<file path="config.mk">
export PLATFORM = sky130hd
export DESIGN_NAME = regfile_mp
export DESIGN_NICKNAME = d
export VERILOG_FILES = /design/src/rtl/regfile_pkg.sv /design/src/rtl/regfile_clr_fsm.sv /design/src/rtl/regfile_mp.sv
export SDC_FILE = /design/constraint.sdc
export NUM_CORES = 2
export LEC_CHECK = 0
export ABC_AREA = 0
export CORE_AREA = 3 3 423 425
export CTS_CLUSTER_DIAMETER = 40
export CTS_CLUSTER_SIZE = 24
export DETAILED_ROUTE_END_ITERATION = 7
export DIE_AREA = 0 0 426 428
export PLACE_DENSITY = 0.77
export SYNTH_ARGS = -nofsm -noshare
export SYNTH_HDL_FRONTEND = slang
export SYNTH_HIERARCHICAL = 1
export SYNTH_SLANG_ARGS = --single-unit
</file>
<file path="constraint.sdc">
create_clock -name Clk -period 2.9 [get_ports Clk]
set_input_delay 0.29 -clock Clk [delete_from_list [all_inputs] [get_ports Clk]]
set_output_delay 0.29 -clock Clk [all_outputs]
set_load 0.01 [all_outputs]
</file>
<file path="src/rtl/regfile_pkg.sv">
// regfile_pkg: shared defaults and clear-sweep state encoding for regfile_mp.
package regfile_pkg;
   localparam int DEF_DATA_W = 64;
   localparam int DEF_ADDR_W = 5;
   localparam int DEF_NUM_RD = 2;
   typedef enum logic {IDLE, SWEEP} clr_state_e;
endpackage

</file>
<file path="src/rtl/regfile_clr_fsm.sv">
// regfile_clr_fsm: bulk-clear sequencer, zeroes one register index per cycle while sweeping.
module regfile_clr_fsm
   import regfile_pkg::*;
#(
   parameter int ADDR_W = DEF_ADDR_W
) (
   input  logic              Clk,
   input  logic              Reset_n,
   input  logic              ClrReq,
   output logic [ADDR_W-1:0] clr_idx,
   output logic              clr_en,
   output logic              ClrBusy,
   output logic              ClrDone
);
   localparam logic [ADDR_W-1:0] LAST = '1;
   clr_state_e        state;
   logic [ADDR_W-1:0] cnt;
   logic              last;
   assign last    = cnt == LAST;
   assign ClrBusy = state == SWEEP;
   assign ClrDone = ClrBusy && last;
   assign clr_en  = ClrBusy;
   assign clr_idx = cnt;
   // the counter idles at 0, so entering the sweep needs no explicit load
   always_ff @(posedge Clk or negedge Reset_n) begin
      if (!Reset_n) begin
         state <= IDLE;
         cnt   <= '0;
      end else if (state == IDLE) begin
         state <= ClrReq ? SWEEP : IDLE;
         cnt   <= '0;
      end else begin
         state <= last ? IDLE : SWEEP;
         cnt   <= last ? '0 : cnt + ADDR_W'(1);
      end
   end
endmodule

</file>
<file path="src/rtl/regfile_mp.sv">
// regfile_mp: multi-read-port register file with hardwired-zero index and bulk clear sweep.
// Define REGFILE_BYPASS_EN to forward same-cycle write data to matching read ports.
module regfile_mp
   import regfile_pkg::*;
#(
   parameter int DATA_W   = DEF_DATA_W,
   parameter int ADDR_W   = DEF_ADDR_W,
   parameter int NUM_RD   = DEF_NUM_RD,
   parameter int ZERO_IDX = 2**ADDR_W-1
) (
   input  logic                     Clk,
   input  logic                     Reset_n,
   input  logic [NUM_RD*ADDR_W-1:0] RA,
   output logic [NUM_RD*DATA_W-1:0] BusR,
   input  logic [ADDR_W-1:0]        RW,
   input  logic [DATA_W-1:0]        BusW,
   input  logic                     RegWr,
   input  logic                     ClrReq,
   output logic                     ClrBusy,
   output logic                     ClrDone
);
   localparam int                DEPTH = 2**ADDR_W;
   localparam logic [ADDR_W-1:0] ZI    = ADDR_W'(ZERO_IDX);
   logic [DATA_W-1:0] regs [DEPTH];
   logic [ADDR_W-1:0] clr_idx;
   logic              clr_en;
   logic              wr_en;
   regfile_clr_fsm #(.ADDR_W(ADDR_W)) u_clr (
      .Clk     (Clk),
      .Reset_n (Reset_n),
      .ClrReq  (ClrReq),
      .clr_idx (clr_idx),
      .clr_en  (clr_en),
      .ClrBusy (ClrBusy),
      .ClrDone (ClrDone)
   );
   assign wr_en = RegWr && !ClrBusy && RW != ZI;
   always_ff @(posedge Clk or negedge Reset_n) begin
      if (!Reset_n) begin
         for (int i = 0; i < DEPTH; i++) regs[i] <= '0;
      end else if (clr_en) begin
         regs[clr_idx] <= '0;
      end else if (wr_en) begin
         regs[RW] <= BusW;
      end
   end
   for (genvar k = 0; k < NUM_RD; k++) begin : g_rd
      logic [ADDR_W-1:0] a;
      assign a = RA[k*ADDR_W +: ADDR_W];
`ifdef REGFILE_BYPASS_EN
      assign BusR[k*DATA_W +: DATA_W] = (a == ZI) ? '0 : (wr_en && a == RW) ? BusW : regs[a];
`else
      assign BusR[k*DATA_W +: DATA_W] = (a == ZI) ? '0 : regs[a];
`endif
   end
endmodule

</file>
==> flow_summary_export.csv <==
group,metric,value,unit
clock_tree,cts_buffers,296,
global_route,grtUsageTotal,48.1,%
route,routed_wl,444000,um
global_route,grt-ovfl-total,0,
route,first_pass_iters,8,
power_and_ir_drop,p_leak,58.7,nW
timing,setup_viol,73,
worst_setup_path,cp.required,2.61,ns
yosys,synth_compound_area_share,21.4,%
worst_setup_path,start_kind,"flop",
power_and_ir_drop,switching_share,29.4,%
yosys,syn_nets,7876,
hold_path,hp-class,"in -> reg",
yosys,synth_top_family_by_area,"multiplexers",
yosys,synth_area_per_cell,13.5,um^2
timing,final.setup.tns,-6.42,ns
yosys,synthXorXnorAreaFrac,0.00832,%
place,place_congestion,0.940,
power_and_ir_drop,switchingPower,23.3,mW
place,post-place-ws,-0.781,ns
final_layout,drive_gt1_share,33.2,%
clock_tree,clock_latency,0.94,ns
power_and_ir_drop,clock_power_share,47.3,%
yosys,synth_mux_area_share,22.0,%
power_and_ir_drop,p_int,55.8,mW
timing,maxSlewViolCount,0,
timing,slew_headroom,11.4,%
floorplan,placementRows,154,
route,drcViolationCount,1,
yosys,synth_area_leaders,"dfrtp_1 49%, a22o_1 17%, mux4_2 16%",
worst_setup_path,path_depth,7,
floorplan,die_x,426,um
global_route,first_global_vias,94100,
power_and_ir_drop,power_density,610,mW/mm^2
worst_setup_path,crit_arrival,2.84,ns
clock_tree,cts.clk_slew.worst_paths,0.07,ns
final_layout,final_cell_mix,"2051 x dfrtp_1, 1985 x a22o_1, 756 x buf_4",
power_and_ir_drop,vdd_drop_max,0.000646,V
worst_setup_path,worst-path-max-fanout,2,
route,postRouteAntennaNets,0,
final_layout,area_growth,23.3,%
power_and_ir_drop,comb_power_share,15.0,%
yosys,synth_top_area_cell,"dfrtp_1",
timing,hold_viol,0,
route,num_vias,92100,
final_layout,final_util,73.9,%
run,maxCapViolCount,0,
worst_setup_path,path_class,"reg -> out",
worst_setup_path,reg2reg_depth,6,
clock_tree,cts_tree,"built",
clock_tree,cts_root_buf,"clkbuf_16",
clock_tree,cts_max_level,5,
worst_setup_path,path_cells,"mux4_2 > mux2i_1 > nor2_1 > a2111oi_2 > buf_4 > a2111oi_2 > buf_2",
yosys,synthCells,7790,
place,hpwl,246000,um
final_layout,fin_nets,8377,
power_and_ir_drop,power.total,79.1,mW
outcome,violations,"design-rule violations, negative setup slack",
floorplan,die_y,428,um
final_layout,multi_input_area,0.0527,mm^2
place,dp_cells,10200,
place,portBuffers,212,
yosys,ys_seq_area_share,48.8,%
outcome,status,"complete, but fails checks",
timing,fmax,0.319,GHz
route,routedWlPerCell,40.8,um
route,viasPerCell,8.47,
yosys,synthSimpleGateAreaFrac,3.05,%
timing,worst_pin_slew,1.33,ns
worst_setup_path,critical_path_buf_inv_count,2,
final_layout,fin_area,0.130,mm^2
final_layout,area.sequential,0.0514,mm^2
route,drt_iter0_drc,16800,
yosys,synth-adder-area-share,0.0357,%
yosys,netlist_area,0.105,mm^2
worst_setup_path,cp-end-kind,"primary output",
place,place_area,0.116,mm^2
worst_setup_path,cp_top_family,"multiplexers",
timing,rsz0062_at_grt,"true",
worst_setup_path,cp_slowest_cell,"mux4_2",
power_and_ir_drop,seq_power_share,37.8,%
yosys,ys.flop_type,"dfrtp_1",
final_layout,final_common_cell,"dfrtp_1",
worst_setup_path,cp_common_cell,"a2111oi_2",
clock_tree,cts_sinks,2054,
yosys,synth_enable_flop_cells,0,
global_route,grt_pass1_wl,641000,um
floorplan,initial_core_util,59.9,%
global_route,antenna_found_initial,20,
final_layout,fin_cells,10900,
final_layout,nFillCells,10200,
worst_setup_path,max_stage_delay,0.48,ns
timing,setup_ws,-0.230,ns
hold_path,min_path_cells,4,
yosys,synthArstFlopShare,100,%
yosys,synth-seq-cells,2054,
timing,whs,0.169,ns
floorplan,pin_count,213,
yosys,synth_top_area_share,48.8,%
timing,finalCriticalPeriod,3.13,ns
global_route,grt_max_degree,111,
timing,period_share,108,%
timing,fin_skew,0.0475,ns
yosys,yosysWarnings,6,
floorplan,fp.coreArea,0.176,mm^2
yosys,synth_cell_type_count,56,
clock_tree,clockBufferDepth,4,
floorplan,die-area,0.182,mm^2
## worst min-delay path: cells and delay by family
family	cells	cell delay, ns
buffers and inverters	2	0.64
AND/OR/NAND/NOR	2	0.14
## sequential cells by signal (all words and copies together), names as in the netlist
register / count
u_clr/clr_idx: 5
regs: 2048
u_clr/ClrBusy: 1
## worst paths after layout
path	from	end	slack, ns
max in group asynchronous	Reset_n	regs[1480]	0.69
worst max register to register	u_clr/ClrBusy	regs[1147]	0
worst max-delay path	regs[616]	BusR[104]	-0.23
min in group asynchronous	Reset_n	regs[827]	0.54
worst min-delay path	BusW[37]	regs[101]	0.17
worst min register to register	regs[3]	regs[3]	0.51
## what timing repair did
item | CTS | global route
pin swaps | 312 | 55
endpoints found under the hold margin | 1128 | 0
setup endpoints to repair | 129 | 121
buffers inserted | 157 | 26
resized for setup | 1012 | 78
hold buffers | 4 | 0
## layer usage
layer  global-route usage [%]  share of wire (%)  up-vias
li1                         -                  -    32500
met1                     58.9                 32    45700
met2                     64.3                 41    10700
met3                     25.1                 18     3131
met4                     35.6                9.3       28
met5                     1.01              0.068        -
## power groups by stage
stage                     Combinational (mW)  Clock [mW]  Sequential (mW)
after floorplan                         4.92           0             30.1
after global placement                  10.6           0             30.3
after detailed placement                10.7           0             30.3
after CTS                               11.1        37.1             29.8
after global routing                    11.8        38.5             29.9
final                                   11.8        37.4             29.9
## cell type report
type / count / share of cell area, %
inverter: 2 / 0.00578
antenna: 15 / 0.0289
sequential: 2054 / 39.6
clock buffer: 348 / 6.18
tap: 2340 / 2.26
timing repair buffer: 1236 / 9.72
multi-input combinational: 4701 / 40.6
clock inverter: 170 / 1.58
## synthesized netlist by cell type, types with 4 or more instances
library cell     n
dfrtp_1       2054
a22o_1        2005
mux4_2         755
mux2i_1        610
clkbuf_1       495
buf_2          327
nand2_1        284
nand3_1        139
o22ai_1        130
o221ai_1       100
a2111oi_0       92
a211oi_1        92
buf_4           92
buf_1           83
nor2b_1         82
a22oi_1         74
nor3_1          66
nor2_1          63
a21oi_1         52
buf_6           34
a2111oi_1       20
a2111oi_2       19
a31oi_1         18
and3_1          17
a21oi_2         15
nand3b_1         8
mux2_2           6
nand2b_1         5
o211ai_1         5
a32o_1           4
## cell families after synthesis
kind of cell,after synthesis
AOI/OAI and AO/OA,2639
xor gates and xnor gates,1
adders and majority gates,3
buffers and inverters,1035
DFF,2054
muxes,1371
and+or+nand+nor,687
Power figures use the tool's default switching activity.
